==> config.mk <==
export PLATFORM = sky130hd
export DESIGN_NAME = fetch_unit
export DESIGN_NICKNAME = d
export VERILOG_FILES = /design/src/rtl/fetch_pkg.sv /design/src/rtl/fetch_skid_buf.sv /design/src/rtl/fetch_unit.sv
export SDC_FILE = /design/constraint.sdc
export NUM_CORES = 1
export LEC_CHECK = 0
export CELL_PAD_IN_SITES_DETAIL_PLACEMENT = 0
export CELL_PAD_IN_SITES_GLOBAL_PLACEMENT = 1
export CORE_MARGIN = 2
export CORE_UTILIZATION = 36
export CTS_CLUSTER_DIAMETER = 40
export DETAILED_ROUTE_END_ITERATION = 16
export GPL_ROUTABILITY_DRIVEN = 1
export GPL_TIMING_DRIVEN = 0
export PLACE_DENSITY_LB_ADDON = 0.1
export SLEW_MARGIN = 0
export SYNTH_ARGS = -nofsm -noshare
export SYNTH_HDL_FRONTEND = slang
export SYNTH_SLANG_ARGS = --single-unit
export TNS_END_PERCENT = 5
==> constraint.sdc <==
create_clock -name clk -period 1.97 [get_ports clk]
set_input_delay 0.2955 -clock clk [delete_from_list [all_inputs] [get_ports clk]]
set_output_delay 0.2955 -clock clk [all_outputs]
set_load 0.05 [all_outputs]
==> src/rtl/fetch_pkg.sv <==
// fetch_pkg: constants and the fetch-entry type shared by the fetch unit and
// its output buffer.
package fetch_pkg;

  // Byte distance between consecutive instructions.
  localparam int unsigned PC_INC = 4;

  // Canonical NOP (addi x0, x0, 0), carried by misaligned-target markers.
  localparam logic [31:0] NOP_INST = 32'h0000_0013;

  // First fetch address after reset unless the instance overrides it.
  localparam logic [31:0] DEFAULT_RESET_PC = 32'h0000_0000;

  // One entry as presented to decode, default 32-bit widths.
  typedef struct packed {
    logic [31:0] pc;
    logic [31:0] inst;
    logic        misalign;
  } fetch_entry_t;

endpackage

==> src/rtl/fetch_skid_buf.sv <==
// fetch_skid_buf: decode-facing output register plus a one-entry skid buffer.
// A response lands in the output register when that register is empty or
// being drained this cycle; otherwise it parks in the skid. On a transfer the
// skid moves forward into the output register on the same edge. flush_i drops
// both entries; if in_valid_i is high during a flush, that entry seeds the
// output register instead (used for the misaligned-target marker).
module fetch_skid_buf
  import fetch_pkg::*;
#(
  parameter type entry_t = fetch_entry_t
) (
  input  logic   clk,
  input  logic   rst_n,
  input  logic   flush_i,
  input  logic   in_valid_i,
  input  entry_t in_entry_i,
  output logic   skid_valid_o,
  output logic   out_valid_o,
  input  logic   out_ready_i,
  output entry_t out_entry_o
);

  logic   out_valid_q;
  logic   out_valid_d;
  entry_t out_entry_q;
  entry_t out_entry_d;
  logic   skid_valid_q;
  logic   skid_valid_d;
  entry_t skid_entry_q;
  entry_t skid_entry_d;

  logic transfer;
  logic out_free;

  assign transfer = out_valid_q && out_ready_i;
  assign out_free = !out_valid_q || out_ready_i;

  // Next-state of the output register and the skid entry.
  always_comb begin
    out_valid_d  = out_valid_q;
    out_entry_d  = out_entry_q;
    skid_valid_d = skid_valid_q;
    skid_entry_d = skid_entry_q;

    if (flush_i) begin
      skid_valid_d = 1'b0;
      out_valid_d  = in_valid_i;
      if (in_valid_i) begin
        out_entry_d = in_entry_i;
      end
    end else begin
      // Drain: the skid (if any) steps forward into the output register.
      if (transfer) begin
        out_valid_d  = skid_valid_q;
        skid_valid_d = 1'b0;
        if (skid_valid_q) begin
          out_entry_d = skid_entry_q;
        end
      end
      // Arrival. The issue logic never lets a response arrive while the skid
      // is full, so an arrival never collides with a skid-to-output move.
      if (in_valid_i) begin
        if (out_free) begin
          out_valid_d = 1'b1;
          out_entry_d = in_entry_i;
        end else begin
          skid_valid_d = 1'b1;
          skid_entry_d = in_entry_i;
        end
      end
    end
  end

  // Buffer state registers, cleared asynchronously.
  always_ff @(posedge clk or negedge rst_n) begin
    if (!rst_n) begin
      out_valid_q  <= 1'b0;
      out_entry_q  <= '0;
      skid_valid_q <= 1'b0;
      skid_entry_q <= '0;
    end else begin
      out_valid_q  <= out_valid_d;
      out_entry_q  <= out_entry_d;
      skid_valid_q <= skid_valid_d;
      skid_entry_q <= skid_entry_d;
    end
  end

  assign out_valid_o  = out_valid_q;
  assign out_entry_o  = out_entry_q;
  assign skid_valid_o = skid_valid_q;

endmodule

==> src/rtl/fetch_unit.sv <==
// fetch_unit: sequential instruction fetch from a registered instruction
// memory, with redirect and a valid/ready hand-off to decode.
// Optional build macro FETCH_MISALIGN_CHK_EN: a redirect to a target that is
// not 4-byte aligned halts fetch and presents a single misaligned-target
// marker entry. Without it the low two target bits are forced to zero.
module fetch_unit
  import fetch_pkg::*;
#(
  parameter int unsigned           ADDR_WIDTH = 32,
  parameter int unsigned           DATA_WIDTH = 32,
  parameter logic [ADDR_WIDTH-1:0] RESET_PC   = ADDR_WIDTH'(DEFAULT_RESET_PC)
) (
  input  logic                  clk,
  input  logic                  rst_n,
  output logic [ADDR_WIDTH-1:0] imem_addr,
  input  logic [DATA_WIDTH-1:0] imem_inst,
  input  logic                  redirect_valid,
  input  logic [ADDR_WIDTH-1:0] redirect_pc,
  output logic                  id_valid,
  input  logic                  id_ready,
  output logic [ADDR_WIDTH-1:0] id_pc,
  output logic [DATA_WIDTH-1:0] id_inst,
  output logic                  id_misalign
);

  typedef struct packed {
    logic [ADDR_WIDTH-1:0] pc;
    logic [DATA_WIDTH-1:0] inst;
    logic                  misalign;
  } entry_t;

  logic [ADDR_WIDTH-1:0] pc_q;
  logic [ADDR_WIDTH-1:0] pc_d;
  logic [ADDR_WIDTH-1:0] resp_pc_q;
  logic [ADDR_WIDTH-1:0] resp_pc_d;
  logic                  resp_valid_q;
  logic                  resp_valid_d;
  logic                  halt_q;

  logic [ADDR_WIDTH-1:0] redir_target;
  logic                  redir_misalign;
  logic                  skid_valid;
  logic                  issue_en;
  logic                  buf_in_valid;
  entry_t                buf_in_entry;
  entry_t                buf_out_entry;

`ifdef FETCH_MISALIGN_CHK_EN
  logic halt_d;

  assign redir_target   = redirect_pc;
  assign redir_misalign = (redirect_pc[1:0] != 2'b00);
  // Every redirect re-decides the halt: set by a misaligned target, cleared otherwise.
  assign halt_d         = redirect_valid ? redir_misalign : halt_q;

  // Halt flag: blocks issue after a misaligned redirect until the next redirect.
  always_ff @(posedge clk or negedge rst_n) begin
    if (!rst_n) begin
      halt_q <= 1'b0;
    end else begin
      halt_q <= halt_d;
    end
  end
`else
  assign redir_target   = redirect_pc & ~ADDR_WIDTH'(3);
  assign redir_misalign = 1'b0;
  assign halt_q         = 1'b0;
`endif

  // Issue only when nothing can be lost: no redirect, not halted, skid empty,
  // and the in-flight response (if any) is guaranteed a landing slot.
  assign issue_en = !redirect_valid && !halt_q && !skid_valid &&
                    !(resp_valid_q && id_valid && !id_ready);

  // PC and response-tracking next state; redirect wins over issue.
  always_comb begin
    pc_d         = pc_q;
    resp_pc_d    = resp_pc_q;
    resp_valid_d = 1'b0;
    if (redirect_valid) begin
      pc_d = redir_target;
    end else if (issue_en) begin
      pc_d         = pc_q + ADDR_WIDTH'(PC_INC);
      resp_pc_d    = pc_q;
      resp_valid_d = 1'b1;
    end
  end

  // PC and in-flight response registers.
  always_ff @(posedge clk or negedge rst_n) begin
    if (!rst_n) begin
      pc_q         <= RESET_PC;
      resp_pc_q    <= '0;
      resp_valid_q <= 1'b0;
    end else begin
      pc_q         <= pc_d;
      resp_pc_q    <= resp_pc_d;
      resp_valid_q <= resp_valid_d;
    end
  end

  // Buffer input: the memory response normally; during a redirect the
  // in-flight response is dropped and only a misaligned marker may enter.
  always_comb begin
    buf_in_valid          = resp_valid_q;
    buf_in_entry.pc       = resp_pc_q;
    buf_in_entry.inst     = imem_inst;
    buf_in_entry.misalign = 1'b0;
    if (redirect_valid) begin
      buf_in_valid          = redir_misalign;
      buf_in_entry.pc       = redirect_pc;
      buf_in_entry.inst     = DATA_WIDTH'(NOP_INST);
      buf_in_entry.misalign = redir_misalign;
    end
  end

  fetch_skid_buf #(
    .entry_t (entry_t)
  ) u_skid_buf (
    .clk          (clk),
    .rst_n        (rst_n),
    .flush_i      (redirect_valid),
    .in_valid_i   (buf_in_valid),
    .in_entry_i   (buf_in_entry),
    .skid_valid_o (skid_valid),
    .out_valid_o  (id_valid),
    .out_ready_i  (id_ready),
    .out_entry_o  (buf_out_entry)
  );

  assign imem_addr   = pc_q;
  assign id_pc       = buf_out_entry.pc;
  assign id_inst     = buf_out_entry.inst;
  assign id_misalign = buf_out_entry.misalign;

endmodule

Yosys cells after proc, flatten, opt, wreduce, memory -nomap -nowiden
Cells that the tools add are included.

Mux-type cells: 20. Eq/ne operators: 1. Reductions and logical operators: 14. Bitwise operators: 2. Multipliers: 0. $add $sub $neg: 1. Shifts and indexed selects: 0. $lt $le $gt $ge: 0. Div/mod/pow operators: 0.

Operator list (count): 2-to-1 mux 65 bit (7); 2-to-1 mux 32 bit (2); adder 32 x 3 -> 32 bit (second input constant) (1); 2-to-1 mux 1 bit (11); logical AND 1 bit (5); zero test 1 bit (5); AND reduction 3 bit (1); != test 2 x 1 -> 1 bit (second input constant) (1); inverter 1 bit (2); AND reduction 2 bit (1); nonzero test 2 bit (1); logical OR 1 bit (1).

Output and inout bits: 98. Memory bits (read-only): 0. Memories: 0. Bits in writable memories: 0. Bits in latches: 0. Register bits after elaboration: 197. Logic and storage cells: 49.

Longest topological paths before layout
Depth after elaboration: 6. Mapped depth: 8. Depth with buffers taken out: 5.

Modules after synthesis
A second synthesis with hierarchy kept.

Cells, all modules: 773. Area, all modules: 8819.7 µm².

By module, submodules not included: fetch_skid_buf (instances 1, area each 5434.0 µm², seq. area each 3303.2 µm², cells an instance 373); fetch_unit (instances 1, area each 3385.7 µm², seq. area each 1526.5 µm², cells an instance 400).

Worst setup path before layout
OpenSTA, ideal clock, no wires.

Path type: reg2reg. Start: register pc_q[2] (netlist: imem_addr[2]). End: register pc_q[28] (netlist: imem_addr[28]). Library setup time: 82 ps. Path slack: -477 ps. Period minus slack after synthesis: 2447 ps. Data arrival time: 2365 ps. Data required time: 1888 ps. Cell stages (with the launch flop): 7. Cells stage by stage: dfrtp_1 -> ha_1 -> nand3_2 -> or4_1 -> buf_2 -> or4_1 -> a31oi_1.

Cells in the longest elaborated chain, start to end: 3.

RTL lines: start: declaration (line fetch_unit.sv:32) `logic [ADDR_WIDTH-1:0] pc_q;`; start signal: assignment (line fetch_unit.sv:96) `pc_q <= pc_d;`; adder 32 x 3 -> 32 bit (line fetch_unit.sv:83) `pc_d = pc_q + ADDR_WIDTH'(PC_INC);`; 2-to-1 mux 32 bit (line fetch_unit.sv:82) `end else if (issue_en) begin`; 2-to-1 mux 32 bit (line fetch_unit.sv:80) `if (redirect_valid) begin`.

No other way between the ends. The select of a mux whose other input is x is not followed. A chain may end at the register's enable or synchronous reset.

Final worst setup path
Start: register pc_q[7] (netlist: imem_addr[7]). End: register pc_q[28] (netlist: imem_addr[28]).

The elaborated chain is that of the path after synthesis.

==> flow_metrics.env <==
export IMPL_power_density_nw_per_um2=1110
export IMPL_dieHeight_um=156.4
export IMPL_grt_use_met3_pct=3.739
export IMPL_leakagePower_nw=5.158
export IMPL_setup_viol=5
export IMPL_worst_path_most_repeated_cell="buf_6"
export IMPL_crit_type="reg -> reg"
export IMPL_core_area_sq_um=22710
export IMPL_crit_arrival_ns=2.36
export IMPL_synth_edff_count=0
export IMPL_wl_per_cell_um=18.54
export IMPL_synth_ff_type="dfrtp_1"
export IMPL_crit_chain="buf_6, nand4_4, or4_4, buf_6, or4_1, a31oi_1"
export IMPL_grt_pass1_vias=6615
export IMPL_grt_pass1_wl_mm=37.45
export IMPL_worst_pin_slew_ns=0.7553
export IMPL_finalMaxSlewViolations=0
export IMPL_syn_to_final_growth_pct=34.73
export IMPL_worstSkewPairLatency_ns=0.44
export IMPL_top_level_ports=166
export IMPL_max_freq_mhz=500.7
export IMPL_ir_drop_mv=0.5734
export IMPL_top_usage_layer="met2"
export IMPL_whs_ns=0.4136
export IMPL_synth_seq_cells=192
export IMPL_power_w=0.01250
export IMPL_avgSynthCellArea_sq_um=10.73
export IMPL_crit_path_end="imem_addr[28]"
export IMPL_cp_startpoint="imem_addr[7]"
export IMPL_critical_path_depth=6
export IMPL_final_util_pct=49.59
export IMPL_htree_levels=4
export IMPL_cp_start_kind="register"
export IMPL_reg2reg_to="imem_addr[28]"
export IMPL_cpPeakStageDelay_ns=0.55
export IMPL_grt_remaining_overflow=0
export IMPL_worstHoldStart="redirect_pc[18]"
export IMPL_drive_gt1_share_pct=19.05
export IMPL_worst_path_max_delay_cell="or4_4"
export IMPL_postRouteAntennaNets=0
export IMPL_critical_path_top_delay_family="simple AND/OR/NAND/NOR gates"
export IMPL_synthArstFlopShare_pct=100.0
export IMPL_initial_core_util_pct=36.80
export IMPL_portBuffers=160
export IMPL_relSlewSlack_pct=49.65
export IMPL_cts_buffers=17
export IMPL_violations="setup timing"
export IMPL_synth_top_area_cell="dfrtp_1"
export IMPL_skew_ns=0.008306
export IMPL_synth_cell_type_count=51
export IMPL_finalNonFillerCells=1277
export IMPL_clockRootBuffer="clkbuf_16"
export IMPL_cts_tree="done"
export IMPL_period_share_pct=101.4
export IMPL_critPathMaxFanout=8
export IMPL_period_minus_slack_ns=1.997
export IMPL_final_common_cell="dfrtp_1"
export IMPL_num_antenna_cells=0
export IMPL_final_nets=1048
export IMPL_synth_area_leaders="dfrtp_1 57%, mux2_2 8.4%, nand2_1 6.2%"
export IMPL_netlist_area_leader_share_pct=57.49
export IMPL_drc_errors=0
export IMPL_critPathCaptureType="register"
export IMPL_syn_cell_area_sq_um=8358
export IMPL_clk_pin_slew_ns=0.07
export IMPL_grtUsageMet1_pct=28.98
export IMPL_rows=55
export IMPL_final_cell_mix="175 x dfrtp_1, 138 x nand2_1, 123 x clkdlybuf4s50_1"
export IMPL_place_congestion=0.7673
export IMPL_path_buf_inv=2
export IMPL_vias=6594
export IMPL_ys_warn_count=0
export IMPL_numClockSinks=192
export IMPL_use_met2_pct=29.91
export IMPL_clk_path_buf_depth=2
export IMPL_hpwl_mm=16.34
export IMPL_hold_violations=0
export IMPL_pre_cts_ws_ns=-0.9177
export IMPL_drt_first_pass_iters=4
export IMPL_status="finished, violations left"
export IMPL_worst_slack_ns=-0.02705
export IMPL_rrSetupSlack_ns=-0.03
export IMPL_drt_initial_drc_count=325
export IMPL_critPathRequiredTime_ns=2.33
export IMPL_grt_total_usage_pct=19.95
export IMPL_antenna_found_initial=1
export IMPL_grt_max_degree=108
export IMPL_rsz0062_at_grt="yes"
export IMPL_place_inst=1226
export IMPL_r2r_start="imem_addr[7]"
export IMPL_routed_wl_mm=23.68
export IMPL_via_per_inst=5.164
export IMPL_syn_inst=779
export IMPL_die_area_sq_um=24450
export IMPL_reg2reg_depth=6
export IMPL_ys_seq_area_share_pct=57.49
export IMPL_maxCapViolCount=0
export IMPL_hold_class="in -> reg"
export IMPL_die_w_um=156.4
logic make-up (layout without fill, tap and decap cells):
kind of cell    after synthesis  in the layout  share of synthesized area (%)
compound gates              154            154                          11.74
xor+xnor                      7              7                         0.7335
fa+ha+maj                     1              1                         0.1497
buf+inv                      90            302                          4.296
flops                       192            192                          57.49
mux                          93             93                          12.07
other cells                   1              2                        0.04487
simple gates                241            241                          13.49
where the power goes:
group	leakage (nW)	internal [W]	switching, W
logic	2.54	0.00138	0.00222
clock network	0.280	0.00183	0.00164
registers	2.34	0.00483	0.000587
worst min path at each step:
stage,cells past startpoint,end
floorplan,0,imem_addr[10]
global placement,1,u_skid_buf.out_entry_o[0]
detailed placement,1,u_skid_buf.out_entry_o[43]
CTS,3,imem_addr[18]
global route,3,imem_addr[5]
finish,3,imem_addr[18]
state kept, by name, indices dropped and copies added, names as in the netlist:
signal,flops
resp_pc_q,30
u_skid_buf.skid_entry_q,64
resp_valid_q,1
u_skid_buf.skid_valid_o,1
u_skid_buf.out_valid_o,1
imem_addr,30
u_skid_buf.out_entry_o,65
through the flow:
stage,instance area [sq um],setup TNS (ns)
6_report,11260,-0.09588
5_1_grt,11260,-0.7227
4_1_cts,11090,-1.028
3_5_place_dp,10400,-136.79
3_3_place_gp,10370,-1670.15
2_1_floorplan,8409,-0.9230
worst register-to-register path, delay by kind of cell (launching register included):
kind | cells | cell delay [ns]
DFF | 1 | 0.37
buffers and inverters | 2 | 0.28
and+or+nand+nor | 3 | 1.11
AOI/OAI and AO/OA | 1 | 0.17
cell usage after synthesis (all sizes together), types with 3 or more instances:
cell type  instances
clkbuf            36
or3                3
and3               4
buf               16
mux2i             31
dfrtp            192
a22oi             29
a2bb2oi            5
a21oi              3
nor2              20
or4               16
nor3               6
o311ai             4
inv               38
o21ai             73
xnor2              6
a311o              3
o211ai             6
and4               5
a31oi              8
mux2              62
nand3             23
o22ai              5
o31ai              7
nand2            138
nor2b              5
nand4             10
repair_timing:
action                     in CTS  in global routing
hold endpoints to repair       85                  0
setup buffers                   8                 11
setup endpoints to repair     199                137
pin swaps                       5                  6
gates resized for setup        66                 50
hold buffers                    1                  0
area by class of cell:
cell class                 count  area [sq um]
clock inverter                13         148.9
sequential                   192          4826
timing repair buffer         181          1767
buffer                        51         297.8
tap                          285         356.6
clock buffer                  19         442.9
inverter                      38         142.6
multi-input combinational    498          3279
fill                        2154         11450
per-layer routing:
layer / vias to the layer above / routed length, um
met2: 181 / 10680
li1: 3150 / -
met3: 31 / 1167
met4: 2 / 451
met5: - / 11
met1: 3230 / 11370
No activity file was read; power rests on OpenSTA's default activity.
